### config.mk
export PLATFORM = sky130hd
export DESIGN_NAME = apb_arbiter_flat
export DESIGN_NICKNAME = d
export VERILOG_FILES = /design/src/rtl/apb_arbiter_if.sv /design/src/rtl/apb_arbiter.sv /design/src/flat_wrapper.sv
export SDC_FILE = /design/constraint.sdc
export NUM_CORES = 1
export LEC_CHECK = 0
export ABC_AREA = 0
export ABC_CLOCK_PERIOD_IN_PS = 2700
export BUFFER_PORTS_ARGS = -buffer_cell sky130_fd_sc_hd__clkbuf_2
export CELL_PAD_IN_SITES_DETAIL_PLACEMENT = 1
export CELL_PAD_IN_SITES_GLOBAL_PLACEMENT = 2
export CORE_UTILIZATION = 21
export CTS_CLUSTER_SIZE = 20
export DETAILED_ROUTE_END_ITERATION = 7
export GPL_ROUTABILITY_DRIVEN = 0
export PLACE_DENSITY = 0.84
export SLEW_MARGIN = 20
export SYNTH_ARGS = -nofsm -noshare
export SYNTH_HDL_FRONTEND = slang
export SYNTH_SLANG_ARGS = --single-unit
### constraint.sdc
create_clock -name clk -period 2.7 [get_ports clk]
set_input_delay 0 -clock clk [delete_from_list [all_inputs] [get_ports clk]]
set_output_delay 0 -clock clk [all_outputs]
set_load 0.1 [all_outputs]
### src/rtl/apb_arbiter_if.sv
// APB3 bus bundle shared by the two requester ports and the slave port of apb_arbiter.
// The master modport is the side that drives the address phase; slave answers it.
interface apb_arbiter_if #(
  parameter int unsigned ADDRESS_WIDTH = 32,
  parameter int unsigned BUS_WIDTH     = 4
);
  logic [ADDRESS_WIDTH-1:0] paddr;
  logic [0:0]               psel;
  logic                     penable;
  logic                     pwrite;
  logic [BUS_WIDTH*8-1:0]   pwdata;
  logic                     pready;
  logic [BUS_WIDTH*8-1:0]   prdata;
  logic                     pslverror;

  modport master (
    output paddr, psel, penable, pwrite, pwdata,
    input  pready, prdata, pslverror
  );

  modport slave (
    input  paddr, psel, penable, pwrite, pwdata,
    output pready, prdata, pslverror
  );
endinterface

### src/rtl/apb_arbiter.sv
// Two-requester round-robin APB3 arbiter onto one shared slave (IDLE/SETUP/ACCESS/RESP).
// Optional ACCESS timeout with error response when APB_ARBITER_TIMEOUT_EN is defined.
module apb_arbiter #(
  parameter int unsigned ADDRESS_WIDTH  = 32,
  parameter int unsigned BUS_WIDTH      = 4,
  parameter int unsigned TIMEOUT_CYCLES = 255
) (
  input  logic            clk,
  input  logic            rst,
  apb_arbiter_if.slave    s0_apb,
  apb_arbiter_if.slave    s1_apb,
  apb_arbiter_if.master   m_apb
);

  localparam int unsigned DataWidth = BUS_WIDTH * 8;

  localparam logic [1:0] StIdle   = 2'd0;
  localparam logic [1:0] StSetup  = 2'd1;
  localparam logic [1:0] StAccess = 2'd2;
  localparam logic [1:0] StResp   = 2'd3;

  logic [1:0]               state_q, state_d;
  logic                     owner_q, owner_d;
  logic                     last_q, last_d;
  logic [ADDRESS_WIDTH-1:0] paddr_q, paddr_d;
  logic                     pwrite_q, pwrite_d;
  logic [DataWidth-1:0]     pwdata_q, pwdata_d;
  logic [DataWidth-1:0]     prdata_q, prdata_d;
  logic                     pslverror_q, pslverror_d;

  logic req0, req1, grant1, timeout;

  assign req0 = s0_apb.psel[0];
  assign req1 = s1_apb.psel[0];
  // last_q=1 means s1 was granted last; reset value gives s0 the first tie.
  assign grant1 = req1 & (~req0 | ~last_q);

`ifdef APB_ARBITER_TIMEOUT_EN
  localparam int unsigned CntW = $clog2(TIMEOUT_CYCLES + 1);

  logic [CntW-1:0] cnt_q, cnt_d;

  always_comb begin
    cnt_d   = (state_q == StAccess) ? cnt_q + 1'b1 : '0;
    timeout = (state_q == StAccess) && (cnt_q == CntW'(TIMEOUT_CYCLES - 1));
  end

  always_ff @(posedge clk or posedge rst) begin
    if (rst) begin
      cnt_q <= '0;
    end else begin
      cnt_q <= cnt_d;
    end
  end
`else
  assign timeout = 1'b0;
`endif

  always_comb begin
    state_d     = state_q;
    owner_d     = owner_q;
    last_d      = last_q;
    paddr_d     = paddr_q;
    pwrite_d    = pwrite_q;
    pwdata_d    = pwdata_q;
    prdata_d    = prdata_q;
    pslverror_d = pslverror_q;
    case (state_q)
      StIdle: begin
        if (req0 || req1) begin
          owner_d  = grant1;
          last_d   = grant1;
          paddr_d  = grant1 ? s1_apb.paddr  : s0_apb.paddr;
          pwrite_d = grant1 ? s1_apb.pwrite : s0_apb.pwrite;
          pwdata_d = grant1 ? s1_apb.pwdata : s0_apb.pwdata;
          state_d  = StSetup;
        end
      end
      StSetup: state_d = StAccess;
      StAccess: begin
        if (m_apb.pready) begin
          prdata_d    = m_apb.prdata;
          pslverror_d = m_apb.pslverror;
          state_d     = StResp;
        end else if (timeout) begin
          prdata_d    = '0;
          pslverror_d = 1'b1;
          state_d     = StResp;
        end
      end
      StResp:  state_d = StIdle;
      default: state_d = StIdle;
    endcase
  end

  always_ff @(posedge clk or posedge rst) begin
    if (rst) begin
      state_q     <= StIdle;
      owner_q     <= 1'b0;
      last_q      <= 1'b1;
      paddr_q     <= '0;
      pwrite_q    <= 1'b0;
      pwdata_q    <= '0;
      prdata_q    <= '0;
      pslverror_q <= 1'b0;
    end else begin
      state_q     <= state_d;
      owner_q     <= owner_d;
      last_q      <= last_d;
      paddr_q     <= paddr_d;
      pwrite_q    <= pwrite_d;
      pwdata_q    <= pwdata_d;
      prdata_q    <= prdata_d;
      pslverror_q <= pslverror_d;
    end
  end

  logic resp0, resp1;

  assign resp0 = (state_q == StResp) && !owner_q;
  assign resp1 = (state_q == StResp) && owner_q;

  assign m_apb.paddr   = paddr_q;
  assign m_apb.psel    = (state_q == StSetup) || (state_q == StAccess);
  assign m_apb.penable = (state_q == StAccess);
  assign m_apb.pwrite  = pwrite_q;
  assign m_apb.pwdata  = pwdata_q;

  assign s0_apb.pready    = resp0;
  assign s0_apb.prdata    = resp0 ? prdata_q : '0;
  assign s0_apb.pslverror = resp0 & pslverror_q;

  assign s1_apb.pready    = resp1;
  assign s1_apb.prdata    = resp1 ? prdata_q : '0;
  assign s1_apb.pslverror = resp1 & pslverror_q;

endmodule

### src/flat_wrapper.sv
// flat-port wrapper written by rule: the top's interface ports become plain ports
module apb_arbiter_flat 
#(
  parameter int unsigned ADDRESS_WIDTH  = 32,
  parameter int unsigned BUS_WIDTH      = 4,
  parameter int unsigned TIMEOUT_CYCLES = 255
)
  (clk, rst, s0_apb_paddr, s0_apb_psel, s0_apb_penable, s0_apb_pwrite, s0_apb_pwdata, s0_apb_pready, s0_apb_prdata, s0_apb_pslverror, s1_apb_paddr, s1_apb_psel, s1_apb_penable, s1_apb_pwrite, s1_apb_pwdata, s1_apb_pready, s1_apb_prdata, s1_apb_pslverror, m_apb_paddr, m_apb_psel, m_apb_penable, m_apb_pwrite, m_apb_pwdata, m_apb_pready, m_apb_prdata, m_apb_pslverror);
  apb_arbiter_if #(.ADDRESS_WIDTH(ADDRESS_WIDTH), .BUS_WIDTH(BUS_WIDTH)) s0_apb_i ();
  apb_arbiter_if #(.ADDRESS_WIDTH(ADDRESS_WIDTH), .BUS_WIDTH(BUS_WIDTH)) s1_apb_i ();
  apb_arbiter_if #(.ADDRESS_WIDTH(ADDRESS_WIDTH), .BUS_WIDTH(BUS_WIDTH)) m_apb_i ();
  input  logic clk;
  input  logic rst;
  input wire logic [$bits(s0_apb_i.paddr)-1:0] s0_apb_paddr;
  input wire logic [$bits(s0_apb_i.psel)-1:0] s0_apb_psel;
  input wire logic [$bits(s0_apb_i.penable)-1:0] s0_apb_penable;
  input wire logic [$bits(s0_apb_i.pwrite)-1:0] s0_apb_pwrite;
  input wire logic [$bits(s0_apb_i.pwdata)-1:0] s0_apb_pwdata;
  output wire logic [$bits(s0_apb_i.pready)-1:0] s0_apb_pready;
  output wire logic [$bits(s0_apb_i.prdata)-1:0] s0_apb_prdata;
  output wire logic [$bits(s0_apb_i.pslverror)-1:0] s0_apb_pslverror;
  input wire logic [$bits(s1_apb_i.paddr)-1:0] s1_apb_paddr;
  input wire logic [$bits(s1_apb_i.psel)-1:0] s1_apb_psel;
  input wire logic [$bits(s1_apb_i.penable)-1:0] s1_apb_penable;
  input wire logic [$bits(s1_apb_i.pwrite)-1:0] s1_apb_pwrite;
  input wire logic [$bits(s1_apb_i.pwdata)-1:0] s1_apb_pwdata;
  output wire logic [$bits(s1_apb_i.pready)-1:0] s1_apb_pready;
  output wire logic [$bits(s1_apb_i.prdata)-1:0] s1_apb_prdata;
  output wire logic [$bits(s1_apb_i.pslverror)-1:0] s1_apb_pslverror;
  output wire logic [$bits(m_apb_i.paddr)-1:0] m_apb_paddr;
  output wire logic [$bits(m_apb_i.psel)-1:0] m_apb_psel;
  output wire logic [$bits(m_apb_i.penable)-1:0] m_apb_penable;
  output wire logic [$bits(m_apb_i.pwrite)-1:0] m_apb_pwrite;
  output wire logic [$bits(m_apb_i.pwdata)-1:0] m_apb_pwdata;
  input wire logic [$bits(m_apb_i.pready)-1:0] m_apb_pready;
  input wire logic [$bits(m_apb_i.prdata)-1:0] m_apb_prdata;
  input wire logic [$bits(m_apb_i.pslverror)-1:0] m_apb_pslverror;
  assign s0_apb_i.paddr = s0_apb_paddr;
  assign s0_apb_i.psel = s0_apb_psel;
  assign s0_apb_i.penable = s0_apb_penable;
  assign s0_apb_i.pwrite = s0_apb_pwrite;
  assign s0_apb_i.pwdata = s0_apb_pwdata;
  assign s0_apb_pready = s0_apb_i.pready;
  assign s0_apb_prdata = s0_apb_i.prdata;
  assign s0_apb_pslverror = s0_apb_i.pslverror;
  assign s1_apb_i.paddr = s1_apb_paddr;
  assign s1_apb_i.psel = s1_apb_psel;
  assign s1_apb_i.penable = s1_apb_penable;
  assign s1_apb_i.pwrite = s1_apb_pwrite;
  assign s1_apb_i.pwdata = s1_apb_pwdata;
  assign s1_apb_pready = s1_apb_i.pready;
  assign s1_apb_prdata = s1_apb_i.prdata;
  assign s1_apb_pslverror = s1_apb_i.pslverror;
  assign m_apb_paddr = m_apb_i.paddr;
  assign m_apb_psel = m_apb_i.psel;
  assign m_apb_penable = m_apb_i.penable;
  assign m_apb_pwrite = m_apb_i.pwrite;
  assign m_apb_pwdata = m_apb_i.pwdata;
  assign m_apb_i.pready = m_apb_pready;
  assign m_apb_i.prdata = m_apb_prdata;
  assign m_apb_i.pslverror = m_apb_pslverror;
  apb_arbiter #(.ADDRESS_WIDTH(ADDRESS_WIDTH), .BUS_WIDTH(BUS_WIDTH), .TIMEOUT_CYCLES(TIMEOUT_CYCLES)) u_core (.clk(clk), .rst(rst), .s0_apb(s0_apb_i), .s1_apb(s1_apb_i), .m_apb(m_apb_i));
endmodule
==> results by group, run 1 <==
CTS
  • Post-CTS Resized: 0
  • Clock transition at the registers of the reported paths: 80 ps
  • CTS max path bufs: 2
  • H-tree levels: 3
  • Clock sinks: 102
  • CTS Buf Count: 9
  • Root buffer cell: clkbuf_16
  • Post-CTS Setup Bufs: 0
  • Clock latency on the worst-skew pair: between 300 and 400 ps
  • CTS tree: done

Timing
  • Slew HR: 49.4%
  • Tmin final: 2500 ps
  • Setup-failing EPs final: 0
  • Part of the cycle the worst path needs: 92.8%
  • Slew @ Worst Pin: 756 ps
  • Final slew viol count: 0
  • Worst Skew: 9.22 ps
  • Setup TNS: 0 ps
  • Final hold vios: 0
  • RSZ-0062 raised after global routing: no
  • FMAX: ~0.4 GHz

Setup path
  • Setup crit end kind: register
  • Crit Path Max Fanout: 26
  • Crit Reg-Reg Startpoint: u_core.state_q[0]
  • Crit Path Class: register to register
  • CP Data Arrival Time: 2790 ps
  • Internal reg-to-reg setup slack: slightly below 200 ps
  • Startpoint Class: register
  • R2R Path End: u_core.m_apb.pwdata[19]
  • Worst reg2reg path depth: 7
  • Req. time, crit path: 2980 ps

Drt
  • Pre-antenna DRT Iters: 4
  • Final WL: between 20 and 25 mm
  • Via/cell ratio: 4.41
  • Via count: 5,699
  • DRC Markers: 0
  • DR WL/cell: 16.6 µm
  • 1st-iter DRT viols: 191
  • Antenna-violating nets left: 0

Floorplan
  • FP Rows: 55
  • Die width: 155 µm
  • Starting Density: 21.6%
  • Die ar.: around 0.024 mm²
  • # IOs: roughly 310
  • Die Y: 155 µm
  • Core area: 0.0228 mm²

Yosys
  • Avg Inst Size Synth: 9.44 µm²
  • Count leader, synth: a21oi_1
  • EDFF count, synth: 0
  • Seq/Total Area, Yosys: 51.7%
  • Area leader, netlist: dfrtp_1
  • Top_reg_cell synth: dfrtp_1
  • Seq cells post-synth: slightly above 100
  • Top cells by area, synth: dfrtp_1, a21oi_1, mux2_2
  • Most frequent cells after synthesis: a21oi_1, dfrtp_1, nand2_1
  • Async SR Flop Fraction: 100%
  • Mapped Cells: ~520
  • Synthesized cell area: around 0.0049 mm²
  • Synth unique cells: 24
  • Yosys top cell area share: between 50 and 60%
  • Syn nets: approximately 700
  • Yosys Warn Count: 0

Placed design
  • Hpwl dp: 13.5 mm
  • IO Port Bufs: 302

Finish
  • Share of cells above drive strength 1: 39.7%
  • Nets: 1,150
  • Area growth syn-to-layout: 87.5%

Global route
  • Grt total ovfl: 0
  • GR Util All Layers: between 10% and 20%
  • Vias in the first global route: 6,419
  • Largest net degree at the start of global routing: 55
  • First-pass GRT wire length: 34.2 mm
  • Antenna violations before repair: 1

Outcome
  • Status: finished, final reports clean

Flow run
  • Max Cap Viol: 0

Hold path
  • Worst Min Path Start: m_apb_pready
  • HP Class: input port to register
  • Hold Path Sink: u_core.state_q[0]
  • Worst hold stages: 4
## cell type report
| type | count | area [µm²] |
|---|---|---|
| inverter | 4 | 17.5 |
| multi-input combinational | 377 | 2170 |
| clock buffer | 10 | 229 |
| tap | 313 | 392 |
| timing repair buffer | 482 | 3790 |
| sequential | 102 | 2550 |
| clock inverter | 4 | 97.6 |
| fill | 2691 | 13600 |
| antenna | 1 | 2.50 |
## critical path, cell delays in order, from the launching register on
cell           delay [ps]
dfrtp_1               380
inv_1                  90
ha_1                  300
o21ai_4               310
buf_4                 440
a21oi_1                90
a21oi_1               210
dlygate4sd3_1         590
## worst max path at each step
stage,startpoint,end,slack [ps],cells past startpoint
6_report,u_core.state_q[0],u_core.m_apb.pwdata[19],200,7
5_1_grt,u_core.state_q[0],u_core.m_apb.pwdata[19],9,7
4_1_cts,u_core.state_q[0],u_core.m_apb.pwdata[19],260,7
3_5_place_dp,u_core.state_q[0],u_core.m_apb.pwdata[20],780,6
3_3_place_gp,u_core.state_q[0],u_core.m_apb.pwdata[30],860,6
2_1_floorplan,rst,u_core.m_apb.paddr[0],30,1
## cell families after synthesis
kind of cell	after synthesis	synth area share, %
AO/OA/AOI/OAI	139	16.1
adder cells (fa/ha/maj)	4	1.01
buffers and inverters	44	4.61
flip-flops	102	51.7
multiplexers	34	7.76
AND/OR/NAND/NOR	200	18.8
## cell usage in the layout, fill, tap and decap left out
cell type and count:
clkbuf_2 268, dlygate4sd3_1 166, a21oi_1 112, dfrtp_1 101, nand2_1 66, nor2_1 65, mux2_2 34, and2_1 34
buf_12 34, and3_1 33, a21oi_2 20, buf_4 14, clkbuf_16 9, ha_1 4, inv_1 3, bufinv_16 3
diode_2 1, a21bo_2 1, a21boi_4 1, o21ai_4 1, o21a_2 1, and2b_1 1, inv_4 1, nor3b_1 1
a22o_1 1, a31oi_1 1, o32a_1 1, clkbuf_1 1, clkinvlp_4 1, dfstp_2 1
## per-stage QoR
stage | cell area [µm²] | hold slack, ps | setup slack [ps] | util [%] | instances
6_report | 9250 | 95.4 | 195 | 40.5 | 1293
5_1_grt | 9250 | 122 | 8.51 | 40.5 | 1293
4_1_cts | 9250 | 77.0 | 257 | 40.5 | 1292
3_5_place_dp | 7260 | 165 | 780 | 31.8 | 1112
3_3_place_gp | 7260 | 157 | 858 | 31.8 | 1112
2_1_floorplan | 4930 | 70.0 | 26.2 | - | 523
## routing by layer
metal / vias up / GRT usage, % / share of wire [%]
met5: - / 0 / 0
met4: 0 / 6.26 / 1.9
met3: 29 / 4.96 / 6.8
met2: 220 / 33.6 / 53
met1: 2790 / 19.6 / 38
li1: 2660 / - / -
## sequential cells by signal, indices dropped and copies added, names as in the netlist
| name | count |
|---|---|
| u_core.last_q | 1 |
| u_core.m_apb.paddr | 32 |
| u_core.m_apb.pwdata | 32 |
| u_core.m_apb.pwrite | 1 |
| u_core.owner_q | 1 |
| u_core.prdata_q | 32 |
| u_core.pslverror_q | 1 |
| u_core.state_q | 2 |
## what timing repair did
item	in CTS	in global routing
setup endpoints to repair	0	0
hold buffers	166	0
endpoints found under the hold margin	151	0
Power of run 1 is not shown: default switching activity piles up to over one toggle a cycle in this logic, so the estimate is an artifact.
==> run 2: changes to the inputs <==
- CORE_ASPECT_RATIO: default -> 0.6
==> results by group, run 2 (synthesis results as in run 1) <==
Global route
  • First-pass GRT wire length: 34.8 mm (+2.0%)
  • GR Util All Layers: 19.0% (+0.93 points)
  • Grt total ovfl: 0 (unchanged)
  • Vias in the first global route: 6,282 (-2.1%)
  • Antenna violations before repair: 1 (unchanged)
  • Largest net degree at the start of global routing: 56 (+1.8%)

Drt
  • Antenna-violating nets left: 0 (unchanged)
  • Via count: 5,693 (-0.11%)
  • DR WL/cell: 17.5 µm (+5.4%)
  • 1st-iter DRT viols: 164 (-14%)
  • Final WL: 22.7 mm (+5.8%)
  • DRC Markers: 0 (unchanged)
  • Via/cell ratio: 4.39 (-0.49%)
  • Pre-antenna DRT Iters: 7 (+3)

Placed design
  • Placed Area: 0.00731 mm² (+0.65%)
  • IO Port Bufs: 302 (unchanged)
  • Hpwl dp: 14.7 mm (+9.4%)

CTS
  • Clock latency on the worst-skew pair: 360 ps (about the same)
  • Post-CTS Resized: 0 (unchanged)
  • CTS tree: done
  • CTS Buf Count: 9 (unchanged)
  • CTS max path bufs: 2 (unchanged)
  • Root buffer cell: clkbuf_16
  • Clock transition at the registers of the reported paths: 70 ps (about the same)
  • Clock sinks: 102 (unchanged)
  • H-tree levels: 3 (unchanged)

Setup path
  • Setup crit end kind: register
  • Crit Path Class: register to register
  • CP Data Arrival Time: 2800 ps (about the same)
  • Worst reg2reg path depth: 7 (unchanged)
  • Worst setup path startpoint: u_core.state_q[0]
  • Crit path to: u_core.m_apb.paddr[25]
  • Crit Path Max Fanout: 29 (+12%)
  • Internal reg-to-reg setup slack: 190 ps (about the same)
  • Crit Reg-Reg Startpoint: u_core.state_q[0]
  • Startpoint Class: register
  • Req. time, crit path: 2990 ps (about the same)
  • R2R Path End: u_core.m_apb.paddr[25]

Floorplan
  • Die Y: 121 µm (-22%)
  • # IOs: 305 (unchanged)
  • Starting Density: 21.4% (-0.22 points)
  • Die width: 200 µm (+29%)
  • Core area: 0.0231 mm² (+1.0%)
  • Die ar.: 0.0241 mm² (about the same)
  • FP Rows: 43 (-22%)

Timing
  • FMAX: 0.399 GHz (about the same)
  • Tmin final: 2510 ps (+1.40 ps)
  • Setup TNS: 0 ps (unchanged)
  • Part of the cycle the worst path needs: 92.8% (about the same)
  • Slew @ Worst Pin: 987 ps (+230 ps)
  • Worst Skew: 5.86 ps (-3.36 ps)
  • Final slew viol count: 0 (unchanged)
  • Slew HR: 34.0% (-15 points)
  • Setup-failing EPs final: 0 (unchanged)
  • RSZ-0062 raised after global routing: no
  • Final hold vios: 0 (unchanged)

Finish
  • Filler cells: 2,681 (-0.37%)
  • Share of cells above drive strength 1: 39.9% (+0.18 points)
  • Area growth syn-to-layout: 88.0%
  • Most frequent cells in the layout: clkbuf_2, dlygate4sd3_1, a21oi_1
  • Multi-input logic area: 0.00217 mm² (unchanged)
  • Register area: 0.00255 mm² (unchanged)
  • Nets: 1,151 (+0.087%)
  • Commonest non-fill, non-tap cell in the layout: clkbuf_2
  • Design area: 0.00928 mm² (+0.24%)

Flow run
  • Max Cap Viol: 0 (unchanged)

Hold path
  • Worst Min Path Start: m_apb_pready
  • HP Class: input port to register

Outcome
  • Status: finished, final reports clean
[run 2: cell types whose count changed in the layout (fill, tap and decap cells not counted)]
cell and delta:
clkbuf_8 +1, buf_4 -2, buf_12 +3, bufinv_16 -2
clkinv_2 +1, clkinv_4 +1, clkinvlp_4 +1
[run 2: through the flow]
step | setup WS, ps | utilization, % | instances | hold slack [ps]
2_1_floorplan | 26.2 | - | 523 | 70.0
3_3_place_gp | 817 | 31.7 | 1115 | 78.5
3_5_place_dp | 751 | 31.7 | 1115 | 89.3
4_1_cts | 208 | 40.2 | 1297 | 63.2
5_1_grt | 72.4 | 40.2 | 1297 | 96.8
6_report | 194 | 40.2 | 1298 | 86.0
[run 2: layout make-up]
class | count | area share [%]
timing repair buffer | 483 | 41.3
tap | 315 | 4.25
inverter | 4 | 0.189
antenna | 1 | 0.0270
clock inverter | 5 | 0.634
clock buffer | 11 | 2.62
multi-input combinational | 377 | 23.4
sequential | 102 | 27.5
[run 2: critical path, cell delays in order (launching register included)]
cell,delay [ps]
dfrtp_1,390
inv_1,90
ha_1,300
o21ai_4,400
buf_4,430
a21oi_1,90
a21oi_1,180
dlygate4sd3_1,570
[run 2: worst min path at each step]
stage                                    to  slack (ps)  cells after the start
floorplan                     u_core.last_q          70                      1
global placement    u_core.m_apb.pwdata[29]          80                      2
detailed placement    u_core.m_apb.paddr[0]          90                      2
CTS                       u_core.state_q[0]          60                      4
global route              u_core.state_q[0]         100                      4
finish                    u_core.state_q[0]          90                      4
[run 2: what timing repair did]
action / 4_1_cts / 5_1_grt
endpoints found under the hold margin: 134 / 0
hold buffers: 166 / 0
buffers inserted: 0 / 0
[run 2: per-layer routing]
metal  GRT usage, %  vias up  routed length (µm)
li1               -     2664                   -
met1           23.4     2824                9990
met2           31.4      181               10800
met3           6.78       24                1560
met4           4.82        0                 303
met5              0        -                   0
Power of run 2 is left out for the same reason.
